--- config.mk ---
export PLATFORM = sky130hd
export DESIGN_NAME = muldiv_sequencer
export DESIGN_NICKNAME = d
export VERILOG_FILES = /design/src/rtl/muldiv_sequencer.sv
export SDC_FILE = /design/constraint.sdc
export NUM_CORES = 1
export LEC_CHECK = 0
export BUFFER_PORTS_ARGS = -buffer_cell sky130_fd_sc_hd__clkbuf_2
export CORE_MARGIN = 8
export CORE_UTILIZATION = 60
export DETAILED_ROUTE_END_ITERATION = 8
export PLACE_DENSITY_LB_ADDON = 0.25
export SKIP_LAST_GASP = 1
export SLEW_MARGIN = 0
export SYNTH_ARGS = -nofsm -noshare
export SYNTH_HDL_FRONTEND = slang
export SYNTH_SLANG_ARGS = --single-unit
export TNS_END_PERCENT = 20
--- constraint.sdc ---
create_clock -name clk -period 3.6 [get_ports clk]
set_input_delay 0.72 -clock clk [delete_from_list [all_inputs] [get_ports clk]]
set_output_delay 0.72 -clock clk [all_outputs]
set_load 0.005 [all_outputs]
--- src/rtl/muldiv_sequencer.sv ---
// muldiv_sequencer: multi-cycle shift-add multiply / restoring divide for the
// ALU mult (ALUCon 4'b0011) and div (ALUCon 4'b0101) ops, writing HI/LO.
// Optional build macro: MULDIV_SIGNED_EN selects two's-complement operands
// (magnitudes are iterated, signs are applied when the result is written).
module muldiv_sequencer #(
  parameter int unsigned WIDTH = 32
) (
  input  logic             clk,
  input  logic             reset,
  input  logic             start,
  input  logic [3:0]       ALUCon,
  input  logic [WIDTH-1:0] op_a,
  input  logic [WIDTH-1:0] op_b,
  output logic             busy,
  output logic             done,
  output logic             div_zero,
  output logic [WIDTH-1:0] hi,
  output logic [WIDTH-1:0] lo
);

  localparam logic [3:0]      OP_MUL = 4'b0011;
  localparam logic [3:0]      OP_DIV = 4'b0101;
  localparam int unsigned     CW     = (WIDTH > 1) ? $clog2(WIDTH) : 1;
  localparam logic [CW-1:0]   LAST   = CW'(WIDTH - 1);

  typedef enum logic [1:0] {IDLE, MUL, DIV, FIN} state_t;

  state_t             state;
  logic [CW-1:0]      cnt;
  // mult: {partial product high, multiplier shifting out low}
  // div:  {remainder, dividend shifting into quotient}
  logic [2*WIDTH-1:0] acc;
  logic [WIDTH-1:0]   opnd;      // multiplicand or divisor magnitude
  logic [2*WIDTH-1:0] acc_step;
  logic [2*WIDTH-1:0] mul_step;
  logic [2*WIDTH-1:0] div_step;
  logic [WIDTH:0]     mul_sum;
  logic [WIDTH:0]     div_shift;
  logic [WIDTH:0]     div_trial;
  logic [WIDTH-1:0]   a_mag;
  logic [WIDTH-1:0]   b_mag;
  logic [WIDTH-1:0]   fin_hi;
  logic [WIDTH-1:0]   fin_lo;

`ifdef MULDIV_SIGNED_EN
  logic neg_res;                 // product / quotient must be negated
  logic neg_rem;                 // remainder must be negated (dividend negative)

  // Operand magnitudes for the unsigned iteration
  always_comb begin
    a_mag = op_a[WIDTH-1] ? -op_a : op_a;
    b_mag = op_b[WIDTH-1] ? -op_b : op_b;
  end
`else
  // Unsigned build: operands are iterated as-is
  always_comb begin
    a_mag = op_a;
    b_mag = op_b;
  end
`endif

  // One shift-add or restoring-divide step from the current accumulator
  always_comb begin
    mul_sum   = acc[0] ? ({1'b0, acc[2*WIDTH-1:WIDTH]} + {1'b0, opnd})
                       : {1'b0, acc[2*WIDTH-1:WIDTH]};
    mul_step  = {mul_sum, acc[WIDTH-1:1]};
    div_shift = acc[2*WIDTH-1:WIDTH-1];
    div_trial = div_shift - {1'b0, opnd};
    if (!div_trial[WIDTH])
      div_step = {div_trial[WIDTH-1:0], acc[WIDTH-2:0], 1'b1};
    else
      div_step = {div_shift[WIDTH-1:0], acc[WIDTH-2:0], 1'b0};
    acc_step  = (state == MUL) ? mul_step : div_step;
  end

  // Final HI/LO from the last step, with sign correction in the signed build
  always_comb begin
    fin_hi = acc_step[2*WIDTH-1:WIDTH];
    fin_lo = acc_step[WIDTH-1:0];
`ifdef MULDIV_SIGNED_EN
    if (state == MUL) begin
      if (neg_res) {fin_hi, fin_lo} = -acc_step;
    end else begin
      if (neg_res) fin_lo = -acc_step[WIDTH-1:0];
      if (neg_rem) fin_hi = -acc_step[2*WIDTH-1:WIDTH];
    end
`endif
  end

  // Sequencer FSM with registered status and result outputs
  always_ff @(posedge clk) begin
    if (reset) begin
      state    <= IDLE;
      cnt      <= '0;
      acc      <= '0;
      opnd     <= '0;
      busy     <= 1'b0;
      done     <= 1'b0;
      div_zero <= 1'b0;
      hi       <= '0;
      lo       <= '0;
`ifdef MULDIV_SIGNED_EN
      neg_res  <= 1'b0;
      neg_rem  <= 1'b0;
`endif
    end else begin
      case (state)
        IDLE: begin
          done <= 1'b0;
          if (start && ALUCon == OP_MUL) begin
            state    <= MUL;
            busy     <= 1'b1;
            cnt      <= '0;
            div_zero <= 1'b0;
            acc      <= {{WIDTH{1'b0}}, b_mag};
            opnd     <= a_mag;
`ifdef MULDIV_SIGNED_EN
            neg_res  <= op_a[WIDTH-1] ^ op_b[WIDTH-1];
            neg_rem  <= 1'b0;
`endif
          end else if (start && ALUCon == OP_DIV) begin
            busy <= 1'b1;
            cnt  <= '0;
            if (op_b == '0) begin
              // Divide by zero skips iteration and completes next cycle
              state    <= FIN;
              done     <= 1'b1;
              div_zero <= 1'b1;
              hi       <= op_a;
              lo       <= '1;
            end else begin
              state    <= DIV;
              div_zero <= 1'b0;
              acc      <= {{WIDTH{1'b0}}, a_mag};
              opnd     <= b_mag;
`ifdef MULDIV_SIGNED_EN
              neg_res  <= op_a[WIDTH-1] ^ op_b[WIDTH-1];
              neg_rem  <= op_a[WIDTH-1];
`endif
            end
          end
        end
        MUL, DIV: begin
          acc <= acc_step;
          cnt <= cnt + 1'b1;
          if (cnt == LAST) begin
            state <= FIN;
            done  <= 1'b1;
            hi    <= fin_hi;
            lo    <= fin_lo;
          end
        end
        FIN: begin
          state <= IDLE;
          done  <= 1'b0;
          busy  <= 1'b0;
        end
        default: begin
          state <= IDLE;
          done  <= 1'b0;
          busy  <= 1'b0;
        end
      endcase
    end
  end

endmodule

==> results.cfg <==
[yosys]
synth-compound-area-share_pct = 25.77
synthSimpleGateAreaFrac_pct = 19.94
ys_types = 79
synth_warnings = 0
ys.flop_type = dfxtp_1
synth_xor_xnor_area_share_pct = 3.890
yosysTopAreaCell = dfxtp_1
synth_async_sr_flop_share_pct = 0
synth_area_leaders = dfxtp_1, mux2i_1, ha_1, a21oi_1, nand2_1
syn_inst = 1621
ys_ff_latch = 170
synth_edf_count = 0
synthAdderAreaFrac_pct = 7.431
synthesis.area_per_instance_um2 = 7.499
synthesis.nets = 1763
yosysTopAreaCellShare_pct = 28.00
netlist_area_um2 = 12160
synth_seq_area_share_pct = 28.00
synthMuxAreaShare_pct = 9.562
synth_top_family_by_area = compound AO/OA/AOI/OAI gates

[layout]
area_growth_syn_to_layout_pct = 12.57
num-fill-cells = 1780
antennaDiodeCount = 0
drive_above_1_share_pct = 13.71
final_nets = 1843
final_cell_count_no_fill = 1984

[sta]
drv_slew = 0
fin_crit_sh_pct = 100.1
setup_slack_ns = -0.002077
setup_tns_ns = -0.002077
maxClockFrequency_ghz = 0.2776
tightest_slew_ns = 1.051
finalSetupViolations = 1
skew_ns = 0.01581
rsz0062_at_grt = yes
slew_headroom_pct = 29.85
holdWs_ns = 0.4721
post-route-min-period_ns = 3.602
final_hold_viol_count = 0

[floorplanning]
die_w_um = 158.3
num_io_pins = 138
core-area_um2 = 20040
die-area_um2 = 25070
placementRows = 52
initial_core_util_pct = 60.66
die_h_um = 158.3

[worst_hold_path]
holdPathEnd = acc[12]
worstHoldPathCells = 2
hold_path.class = reg2reg
min_from = acc[12]

[flow_run]
cap_violations = 0

[worst_setup_path]
rr_endpoint = hi[25]
r2r-start = acc[32]
endpoint_kind = flip-flop
rr_worst_depth = 12
rrSetupSlack_ns = -0.002
required_ns = 3.94
cp.arrival_ns = 3.94
cp_max_fo = 6
crit_type = reg2reg
critPathLaunchType = flip-flop

[clocking]
htreeDepth = 4
path_clk_slew_ns = 0.08
clock-sinks = 170
cts_setup_buffers = 0
cts_max_path_buffers = 2
cts_made_buffers = 17
cts-root-buf = clkbuf_16
cts_tree = yes
insertion_delay_ns = 0.44

[power_and_ir_drop]
total_power_mw = 9.827
ir_worst_vdd_mv = 0.3791
powerDensity_nw_per_um2 = 718.1
p_leak_nw = 5.597

[placed_design]
place_inst = 1952
hpwlAfterDp_um = 31650
io_buffers = 137
gp_congestion = 1.014

[route]
drtIter0Drc = 1289
drc = 0
detail-route-antenna-nets = 0
routed_wl_um = 42660
routed_via_density = 6.452
dr_total_vias = 12800
wl_per_cell_um = 21.50
dr.pass1.iters = 6

[run_status]
outcome = complete, but fails checks
violations = negative setup slack

[global_route]
grt-ovfl-total = 0
grt_antenna_before_repair = 0
grt_pass1_wl_um = 66160
grt_use_total_pct = 33.76
grt_pass1_vias = 11978
grt_max_degree = 82
-- layout by cell type (no fill, tap or decap), types with 5 or more instances in the layout --
cell type  netlist  final
a21o_1          29     29
o2111ai_1        5      5
mux2i_1        106    106
clkbuf_2         1    136
o21a_1           9      8
dfxtp_1        170    170
o31ai_1          9      9
o211ai_1        19     19
a21oi_1        169    168
o21ai_0         90     88
xor2_1          12     12
a211oi_1        52     52
nor3_1          53     53
nand2_1        178    178
xnor2_1         42     42
or3_1            6      6
o21bai_1        11     11
nor4_1          11     11
and3_1           5      5
o221ai_1         5      5
nor2_1         175    174
nand4_1         14     14
clkbuf_16        0     17
and4_1           6      6
a31oi_1         13     13
buf_4            2     37
a211o_1          5      5
inv_1           54     53
ha_1            69     67
nand2b_1         5      5
o21ai_1         15     16
nand3_1         75     75
mux2_1           5      5
-- metrics by stage --
stage	utilization [%]	worst slack [ns]	area [um2]
after floorplan	-	0.7093	12160
after global placement	65.32	0.1844	13090
after detailed placement	65.32	0.1349	13090
after CTS	68.26	0.08849	13680
after global routing	68.29	-0.05926	13680
final	68.29	-0.002077	13680
-- power by group --
group / switching [mW] / internal (mW) / total, mW / leakage [nW]
combinational: 3.50 / 2.01 / 5.51 / 3.94
clock: 0.923 / 0.944 / 1.87 / 0.282
sequential: 0.268 / 2.18 / 2.45 / 1.38
-- worst max path at each step --
| stage | to | from |
|---|---|---|
| floorplan | hi[25] | acc[32] |
| global placement | hi[25] | acc[32] |
| detailed placement | hi[25] | acc[32] |
| CTS | hi[25] | acc[32] |
| global route | hi[25] | acc[32] |
| finish | hi[25] | acc[32] |
-- state kept, by name, indices dropped and copies added, names as in the netlist --
signal / cells
cnt: 5
state: 2
div_zero: 1
lo: 32
hi: 32
opnd: 32
busy: 1
done: 1
acc: 64
-- cell type report --
| type | count | area (um2) | share of cell area (%) |
|---|---|---|---|
| clock buffer | 18 | 439.2 | 3.209 |
| clock inverter | 14 | 150.1 | 1.097 |
| inverter | 54 | 202.7 | 1.481 |
| multi-input combinational | 1283 | 8153 | 59.58 |
| sequential | 170 | 3403 | 24.87 |
| tap | 270 | 337.8 | 2.469 |
| timing repair buffer | 175 | 998.5 | 7.296 |
-- kinds of logic after synthesis --
logic type	after synthesis
multiplexers	115
AO/OA/AOI/OAI	495
adder cells (fa/ha/maj)	71
XOR/XNOR	54
flip-flops	170
buffers and inverters	168
AND/OR/NAND/NOR	548
-- cell usage after synthesis (all sizes together) (4+ instances only) --
cell	instances
ha	69
a32oi	4
o2111ai	5
a221o	4
a21oi	170
xor2	12
nor3	54
a21boi	4
o311ai	5
nor2	175
xnor2	42
nand3b	4
o221ai	5
a211o	5
nor4	11
o21ai	105
clkbuf	93
or3	7
o21bai	11
nand2	179
dfxtp	170
o21a	9
a2111oi	4
buf	21
a31oi	13
inv	54
mux2	9
nand2b	5
mux2i	106
nand4	14
and4	6
a21o	29
a211oi	52
and3	5
a311oi	4
or2	4
a221oi	6
o31ai	9
o211ai	20
nand3	75
-- what timing repair did --
action	in CTS	in global routing
gates resized for setup	0	2
hold buffers	0	0
setup endpoints to repair	0	15
-- critical path, cell delays in order, from the launching register on --
cell and delay, ns:
dfxtp_1 0.38, ha_1 0.28, fa_1 0.46, a211o_1 0.33
a21oi_1 0.30, o2bb2ai_1 0.19, nor3_1 0.19, buf_4 0.17
nor3_1 0.07, o21a_1 0.16, o311ai_0 0.42, a21bo_1 0.28
a311oi_1 0.28
-- per-layer routing --
layer	vias up	global-route usage (%)	wire length (um)
li1	6063	-	-
met1	5940	46.50	18500
met2	699	49.40	17810
met3	98	8.985	4855
met4	0	12.66	1499
met5	-	0	0
No activity file was read; power rests on OpenSTA's default activity.
